**src/rtl/atm_pkg.sv**
```systemverilog
// rtl/atm_pkg.sv - shared key codes, state encoding and helpers for the ATM PIN entry block
// Purpose: key-code constants, FSM state type and a digit classifier shared by the
//          PIN entry top, its interface users and the rest of the ATM controller.
// Ports:   none (package).
package atm_pkg;

  localparam logic [3:0] KEY_CLEAR = 4'hA;
  localparam logic [3:0] KEY_BKSP  = 4'hB;
  localparam logic [3:0] KEY_ENTER = 4'hE;

  typedef enum logic [1:0] {
    IDLE  = 2'd0,
    ENTRY = 2'd1,
    HOLD  = 2'd2
  } state_t;

  function automatic logic is_digit(input logic [3:0] code);
    return code <= 4'd9;
  endfunction

endpackage

```
**src/rtl/atm_pin_entry_if.sv**
```systemverilog
// rtl/atm_pin_entry_if.sv - keypad in / PIN out signal bundle for atm_pin_entry
// Purpose: groups the card level, keypad strobe and PIN valid/ready handshake.
// Ports (signals):
//   card_inserted, key_valid, key_code[3:0], pin_ready       - toward the PIN entry block
//   pin_value[4*PIN_DIGITS-1:0], pin_valid, digit_count,
//   entry_error, entry_timeout                               - from the PIN entry block
// Modports: master = keypad/controller side, slave = atm_pin_entry.
interface atm_pin_entry_if #(
  parameter int PIN_DIGITS = 4,
  parameter int CNT_W      = 3
);
  logic                    card_inserted;
  logic                    key_valid;
  logic [3:0]              key_code;
  logic                    pin_ready;
  logic [4*PIN_DIGITS-1:0] pin_value;
  logic                    pin_valid;
  logic [CNT_W-1:0]        digit_count;
  logic                    entry_error;
  logic                    entry_timeout;

  modport master (
    output card_inserted, key_valid, key_code, pin_ready,
    input  pin_value, pin_valid, digit_count, entry_error, entry_timeout
  );

  modport slave (
    input  card_inserted, key_valid, key_code, pin_ready,
    output pin_value, pin_valid, digit_count, entry_error, entry_timeout
  );
endinterface

```
**src/rtl/atm_entry_timer.sv**
```systemverilog
// rtl/atm_entry_timer.sv - inactivity down-counter with clear/enable and expire pulse
// Purpose: counts enabled cycles down from CYCLES-1; expire is high in the enabled
//          cycle the count sits at zero, after which the counter reloads.
// Ports:
//   clk, rst  - clock, synchronous active-high reset
//   clr       - reload the counter (activity seen)
//   en        - count this cycle
//   expire    - combinational pulse, en && count==0
module atm_entry_timer #(
  parameter int CYCLES = 1000
) (
  input  logic clk,
  input  logic rst,
  input  logic clr,
  input  logic en,
  output logic expire
);
  localparam int W = (CYCLES > 1) ? $clog2(CYCLES) : 1;
  localparam logic [W-1:0] LOAD = W'(CYCLES - 1);

  logic [W-1:0] cnt_q;

  assign expire = en && (cnt_q == '0);

  always_ff @(posedge clk) begin
    if (rst || clr || expire) begin
      cnt_q <= LOAD;
    end else if (en) begin
      cnt_q <= cnt_q - W'(1);
    end
  end
endmodule

```
**src/rtl/atm_pin_entry.sv**
```systemverilog
// rtl/atm_pin_entry.sv - keypad digit collector delivering a BCD PIN over valid/ready
// Purpose: collects digit strobes into a BCD word (first key in the top nibble),
//          handles CLEAR/BACKSPACE/ENTER, and holds the finished PIN until accepted.
//          Build option ATM_PIN_TIMEOUT_EN adds an inactivity timeout that discards a
//          partial entry; without it entry_timeout is tied low.
// Ports:
//   clk, rst  - clock, synchronous active-high reset
//   bus       - atm_pin_entry_if.slave: card_inserted, key_valid/key_code, pin_ready in;
//               pin_value/pin_valid, digit_count, entry_error, entry_timeout out
module atm_pin_entry
  import atm_pkg::*;
#(
  parameter int PIN_DIGITS     = 4,
  parameter int TIMEOUT_CYCLES = 1000,
  parameter int CNT_W          = 3
) (
  input  logic clk,
  input  logic rst,
  atm_pin_entry_if.slave bus
);
  localparam int W = 4 * PIN_DIGITS;
  localparam logic [CNT_W-1:0] FULL = CNT_W'(PIN_DIGITS);

  state_t           state_q, state_d;
  logic [W-1:0]     buf_q, buf_d;
  logic [CNT_W-1:0] cnt_q, cnt_d;
  logic             valid_q;
  logic             err_q, err_d;
  logic             tmo_q, tmo_d;
  logic             timer_expire;

`ifdef ATM_PIN_TIMEOUT_EN
  logic timer_clr;
  logic timer_en;

  // Any strobe seen in ENTRY counts as activity; outside ENTRY the timer is parked.
  assign timer_en  = (state_q == ENTRY) && (cnt_q != '0);
  assign timer_clr = (state_q != ENTRY) || bus.key_valid;

  atm_entry_timer #(
    .CYCLES (TIMEOUT_CYCLES)
  ) u_timer (
    .clk    (clk),
    .rst    (rst),
    .clr    (timer_clr),
    .en     (timer_en),
    .expire (timer_expire)
  );
`else
  assign timer_expire = 1'b0;
`endif

  always_comb begin
    state_d = state_q;
    buf_d   = buf_q;
    cnt_d   = cnt_q;
    err_d   = 1'b0;
    tmo_d   = 1'b0;
    if (!bus.card_inserted) begin
      // Card removal overrides every other input.
      state_d = IDLE;
      buf_d   = '0;
      cnt_d   = '0;
    end else begin
      case (state_q)
        IDLE: state_d = ENTRY;
        ENTRY: begin
          if (timer_expire) begin
            // A key landing on the expiry cycle is dropped.
            buf_d = '0;
            cnt_d = '0;
            tmo_d = 1'b1;
          end else if (bus.key_valid) begin
            if (is_digit(bus.key_code)) begin
              if (cnt_q < FULL) begin
                buf_d = {buf_q[W-5:0], bus.key_code};
                cnt_d = cnt_q + CNT_W'(1);
              end else begin
                err_d = 1'b1;
              end
            end else begin
              case (bus.key_code)
                KEY_BKSP: begin
                  if (cnt_q != '0) begin
                    buf_d = buf_q >> 4;
                    cnt_d = cnt_q - CNT_W'(1);
                  end
                end
                KEY_CLEAR: begin
                  buf_d = '0;
                  cnt_d = '0;
                end
                KEY_ENTER: begin
                  if (cnt_q == FULL) state_d = HOLD;
                  else               err_d   = 1'b1;
                end
                default: err_d = 1'b1;
              endcase
            end
          end
        end
        HOLD: begin
          // pin_valid is high throughout HOLD, so pin_ready alone completes the handshake.
          if (bus.pin_ready) begin
            state_d = ENTRY;
            buf_d   = '0;
            cnt_d   = '0;
          end
        end
        default: state_d = IDLE;
      endcase
    end
  end

  always_ff @(posedge clk) begin
    if (rst) begin
      state_q <= IDLE;
      buf_q   <= '0;
      cnt_q   <= '0;
      valid_q <= 1'b0;
      err_q   <= 1'b0;
      tmo_q   <= 1'b0;
    end else begin
      state_q <= state_d;
      buf_q   <= buf_d;
      cnt_q   <= cnt_d;
      valid_q <= (state_d == HOLD);
      err_q   <= err_d;
      tmo_q   <= tmo_d;
    end
  end

  assign bus.pin_value     = buf_q;
  assign bus.pin_valid     = valid_q;
  assign bus.digit_count   = cnt_q;
  assign bus.entry_error   = err_q;
  assign bus.entry_timeout = tmo_q;
endmodule

```
**src/flat_wrapper.sv**
```systemverilog
// flat-port wrapper written by rule: the top's interface ports become plain ports
module atm_pin_entry_flat import atm_pkg::*;
#(
  parameter int PIN_DIGITS     = 4,
  parameter int TIMEOUT_CYCLES = 1000,
  parameter int CNT_W          = 3
)
  (clk, rst, bus_card_inserted, bus_key_valid, bus_key_code, bus_pin_ready, bus_pin_value, bus_pin_valid, bus_digit_count, bus_entry_error, bus_entry_timeout);
  atm_pin_entry_if #(.PIN_DIGITS(PIN_DIGITS), .CNT_W(CNT_W)) bus_i ();
  input  logic clk;
  input  logic rst;
  input wire logic [$bits(bus_i.card_inserted)-1:0] bus_card_inserted;
  input wire logic [$bits(bus_i.key_valid)-1:0] bus_key_valid;
  input wire logic [$bits(bus_i.key_code)-1:0] bus_key_code;
  input wire logic [$bits(bus_i.pin_ready)-1:0] bus_pin_ready;
  output wire logic [$bits(bus_i.pin_value)-1:0] bus_pin_value;
  output wire logic [$bits(bus_i.pin_valid)-1:0] bus_pin_valid;
  output wire logic [$bits(bus_i.digit_count)-1:0] bus_digit_count;
  output wire logic [$bits(bus_i.entry_error)-1:0] bus_entry_error;
  output wire logic [$bits(bus_i.entry_timeout)-1:0] bus_entry_timeout;
  assign bus_i.card_inserted = bus_card_inserted;
  assign bus_i.key_valid = bus_key_valid;
  assign bus_i.key_code = bus_key_code;
  assign bus_i.pin_ready = bus_pin_ready;
  assign bus_pin_value = bus_i.pin_value;
  assign bus_pin_valid = bus_i.pin_valid;
  assign bus_digit_count = bus_i.digit_count;
  assign bus_entry_error = bus_i.entry_error;
  assign bus_entry_timeout = bus_i.entry_timeout;
  atm_pin_entry #(.PIN_DIGITS(PIN_DIGITS), .TIMEOUT_CYCLES(TIMEOUT_CYCLES), .CNT_W(CNT_W)) u_core (.clk(clk), .rst(rst), .bus(bus_i));
endmodule
```
**config.mk**
```make
export PLATFORM = sky130hd
export DESIGN_NAME = atm_pin_entry_flat
export DESIGN_NICKNAME = d
export VERILOG_FILES = /design/src/rtl/atm_pkg.sv /design/src/rtl/atm_pin_entry_if.sv /design/src/rtl/atm_entry_timer.sv /design/src/rtl/atm_pin_entry.sv /design/src/flat_wrapper.sv
export SDC_FILE = /design/constraint.sdc
export NUM_CORES = 1
export LEC_CHECK = 0
export BUFFER_PORTS_ARGS = -buffer_cell sky130_fd_sc_hd__buf_2
export CAP_MARGIN = 40
export CELL_PAD_IN_SITES_DETAIL_PLACEMENT = 1
export CELL_PAD_IN_SITES_GLOBAL_PLACEMENT = 1
export CORE_MARGIN = 5
export CORE_UTILIZATION = 35
export CTS_BUF_LIST = sky130_fd_sc_hd__clkbuf_8 sky130_fd_sc_hd__clkbuf_16
export DETAILED_ROUTE_END_ITERATION = 10
export PLACE_DENSITY_LB_ADDON = 0.1
export SLEW_MARGIN = 5
export SYNTH_ARGS = -nofsm -noshare
export SYNTH_HDL_FRONTEND = slang
export SYNTH_HIERARCHICAL = 1
export SYNTH_SLANG_ARGS = --single-unit
```
**constraint.sdc**
```tcl
create_clock -name clk -period 3 [get_ports clk]
set_input_delay 0.15 -clock clk [delete_from_list [all_inputs] [get_ports clk]]
set_output_delay 0.15 -clock clk [all_outputs]
set_load 0.1 [all_outputs]
```
==> reports/qor.yml <==
cts:
  cts_buffers: 3
  cts_tree: "yes"
  post_cts.repair.setup_buffers: 0
  cts_max_path_buffers: 2
  clk_latency_ps: 270
  root_buffer: "clkbuf_8"
  cts_resized: 0
  ctsHoldBuffers: 0
  htree_num_levels: 1
  cts.sinks: 23
  clkTransAtPathRegs_ps: 90
floorplanning:
  initial_core_util: 0.371
  dieWidth_um: 67.3
  die_h_um: 67.3
  die_area_um2: 4530
  fp-row-count: 20
  io_pins: 31
  coreArea_um2: 3100
grt:
  antenna_found_initial: 0
  grt_overflow_total: 0
  grt_pass1_vias: 1171
  grt_pass1_wl_um: 5670
  track_usage: 0.164
  grt_max_degree: 18
critical_path:
  crit_type: "register to register"
  worst-path-max-fanout: 12
  rrSetupSlack_ps: 750
  worstPathRequired_ps: 3160
  cp-start-kind: "register"
  end_kind: "register"
  cp.arrival_ps: 2410
placed_design:
  dp_cells: 201
  port_buffers: 29
  gp_congestion: 0.740
  place_hpwl_um: 2460
synthesis:
  ys_seq_area_frac: 0.400
  synth_top_cells_by_area: "dfxtp_1, a211oi_1, nor2_1, a22oi_1, ha_1"
  ys_ff_latch: 23
  synth_nets: 147
  yosysTopAreaCellShare: 0.400
  synthArstFlopShare: 0
  synth.distinct_cells: 36
  synthTopCellsByCount: "dfxtp_1, nor2_1, a211oi_1, a22oi_1, nand2_1"
  synth_edf_count: 0
  syn_area_um2: 1150
  ys_warn_count: 6
  synth_area_per_cell_um2: 8.52
  syn_inst: 135
  yosysMostFrequentCell: "dfxtp_1"
  synth_ff_type: "dfxtp_1"
  yosys.area.top_type: "dfxtp_1"
sta:
  finalSetupTns_ps: 0
  skew_ps: 8.70
  setup_viol: 0
  rsz0062_at_grt: "false"
  slew_headroom: 0.482
  drv_slew: 0
  holdWs_ps: 157
  period_share: 0.750
  worstMarginPinSlew_ps: 777
  layout_min_cycle_time_ps: 2250
  timing.fmax_ghz: 0.444
  finalHoldViolations: 0
routing:
  drc: 0
  avgRoutedWirePerCell_um: 16.6
  totalWireLength_um: 3390
  via_count: 1112
  ant_nets: 0
  dr.pass1.iters: 4
  drtIter0Drc: 63
  viasPerCell: 5.42
run_status:
  status: "finished, final reports clean"
power:
  vdd_drop_max_uv: 216
  p_int_uw: 426
  p_leak_uw: 0.000547
  power.density_nw_per_um2: 447
  pwr-share-seq: 0.515
  p_comb_frac: 0.157
  clockPowerShare: 0.329
  switching_power_uw: 184
  switching_share: 0.301
final_layout:
  instances_no_fill: 205
  antennaDiodeCount: 0
  layout.nets: 174
  syn_to_final_growth_pct: 18.6
  utilization: 0.440
  drive_gt1_frac: 0.236
hold_path:
  min_path_type: "input pin to register"
job:
  maxCapViolCount: 0
through the flow:
| stage | area, um2 | setup slack [ps] | total power (uW) |
|---|---|---|---|
| final | 1360 | 749 | 610 |
| after global routing | 1360 | 623 | 631 |
| after CTS | 1360 | 757 | 613 |
| after detailed placement | 1320 | 799 | 416 |
| after global placement | 1320 | 866 | 414 |
| after floorplan | 1150 | 297 | 392 |
cells in the final DEF, fill, tap and decap left out, drive strengths merged, types with 2 or more instances in the layout:
cell type / instances
ha: 3
a211oi: 11
nor3: 2
clkbuf: 3
dfxtp: 23
nand2b: 3
buf: 32
a21oi: 5
inv: 7
a22oi: 10
nor2b: 2
nand2: 8
o21ai: 5
a221o: 2
a22o: 4
and2: 2
nor2: 21
o311ai: 2
path summary, 6_finish.rpt:
path                                                              from                               endpoint  depth (start not counted)
worst max-delay path            u_core/bus.digit_count[0]$_SDFFE_PP0P_  u_core/bus.pin_value[13]$_SDFFE_PP0P_                          8
worst min-delay path                                     bus_pin_ready           u_core/state_q[0]$_SDFF_PP0_                          3
worst max register to register  u_core/bus.digit_count[0]$_SDFFE_PP0P_  u_core/bus.pin_value[13]$_SDFFE_PP0P_                          8
worst min register to register    u_core/bus.pin_value[0]$_SDFFE_PP0P_   u_core/bus.pin_value[0]$_SDFFE_PP0P_                          1
state kept, by name (all words and copies together), names as in the netlist:
name,cells
u_core/bus.pin_valid,1
u_core/bus.digit_count,3
u_core/state_q,2
u_core/bus.entry_error,1
u_core/bus.pin_value,16
final cells by class:
cell class              instances  area [um2]
multi-input cells              95         608
repair buffers                 32         168
clock inverters                 1        5.00
fillers                       428        1740
clock buffers                   3        41.3
inverters                       7        26.3
well taps                      44        55.1
flip-flops and latches         23         460
routing by layer:
| layer | part of all wire | up-vias | wire (um) | global-route usage |
|---|---|---|---|---|
| li1 | - | 541 | - | - |
| met1 | 0.50 | 547 | 1700 | 0.229 |
| met2 | 0.45 | 22 | 1520 | 0.260 |
| met3 | 0.043 | 2 | 147 | 0.0333 |
| met4 | 0.0053 | 0 | 18 | 0.0304 |
| met5 | 0 | - | 0 | 0 |
worst max-delay path: stages, from the launching register on:
cell and delay, ps:
dfxtp_1 400, inv_1 90, ha_1 210, and4b_1 220
a221o_1 350, o31ai_4 200, buf_4 220, nor2_1 130
a22o_1 300
kinds of logic (layout without fill, tap and decap cells):
logic type               Yosys count  in the layout  synth area share
buffers and inverters             17             43            0.0707
AND/OR/NAND/NOR                   45             45             0.185
multiplexers                       1              1           0.00871
flip-flops                        23             23             0.400
AO/OA/AOI/OAI                     45             45             0.299
adder cells (fa/ha/maj)            3              3            0.0326
other                              1              1           0.00326
power groups by stage:
| stage | Sequential (uW) | Clock, uW | Combinational [uW] |
|---|---|---|---|
| finish | 314 | 200 | 95.6 |
| global route | 315 | 215 | 102 |
| CTS | 314 | 204 | 95.4 |
| detailed placement | 321 | 0 | 95.1 |
| global placement | 321 | 0 | 93.4 |
| floorplan | 344 | 0 | 48.3 |
(Power assumes the default switching activity.)
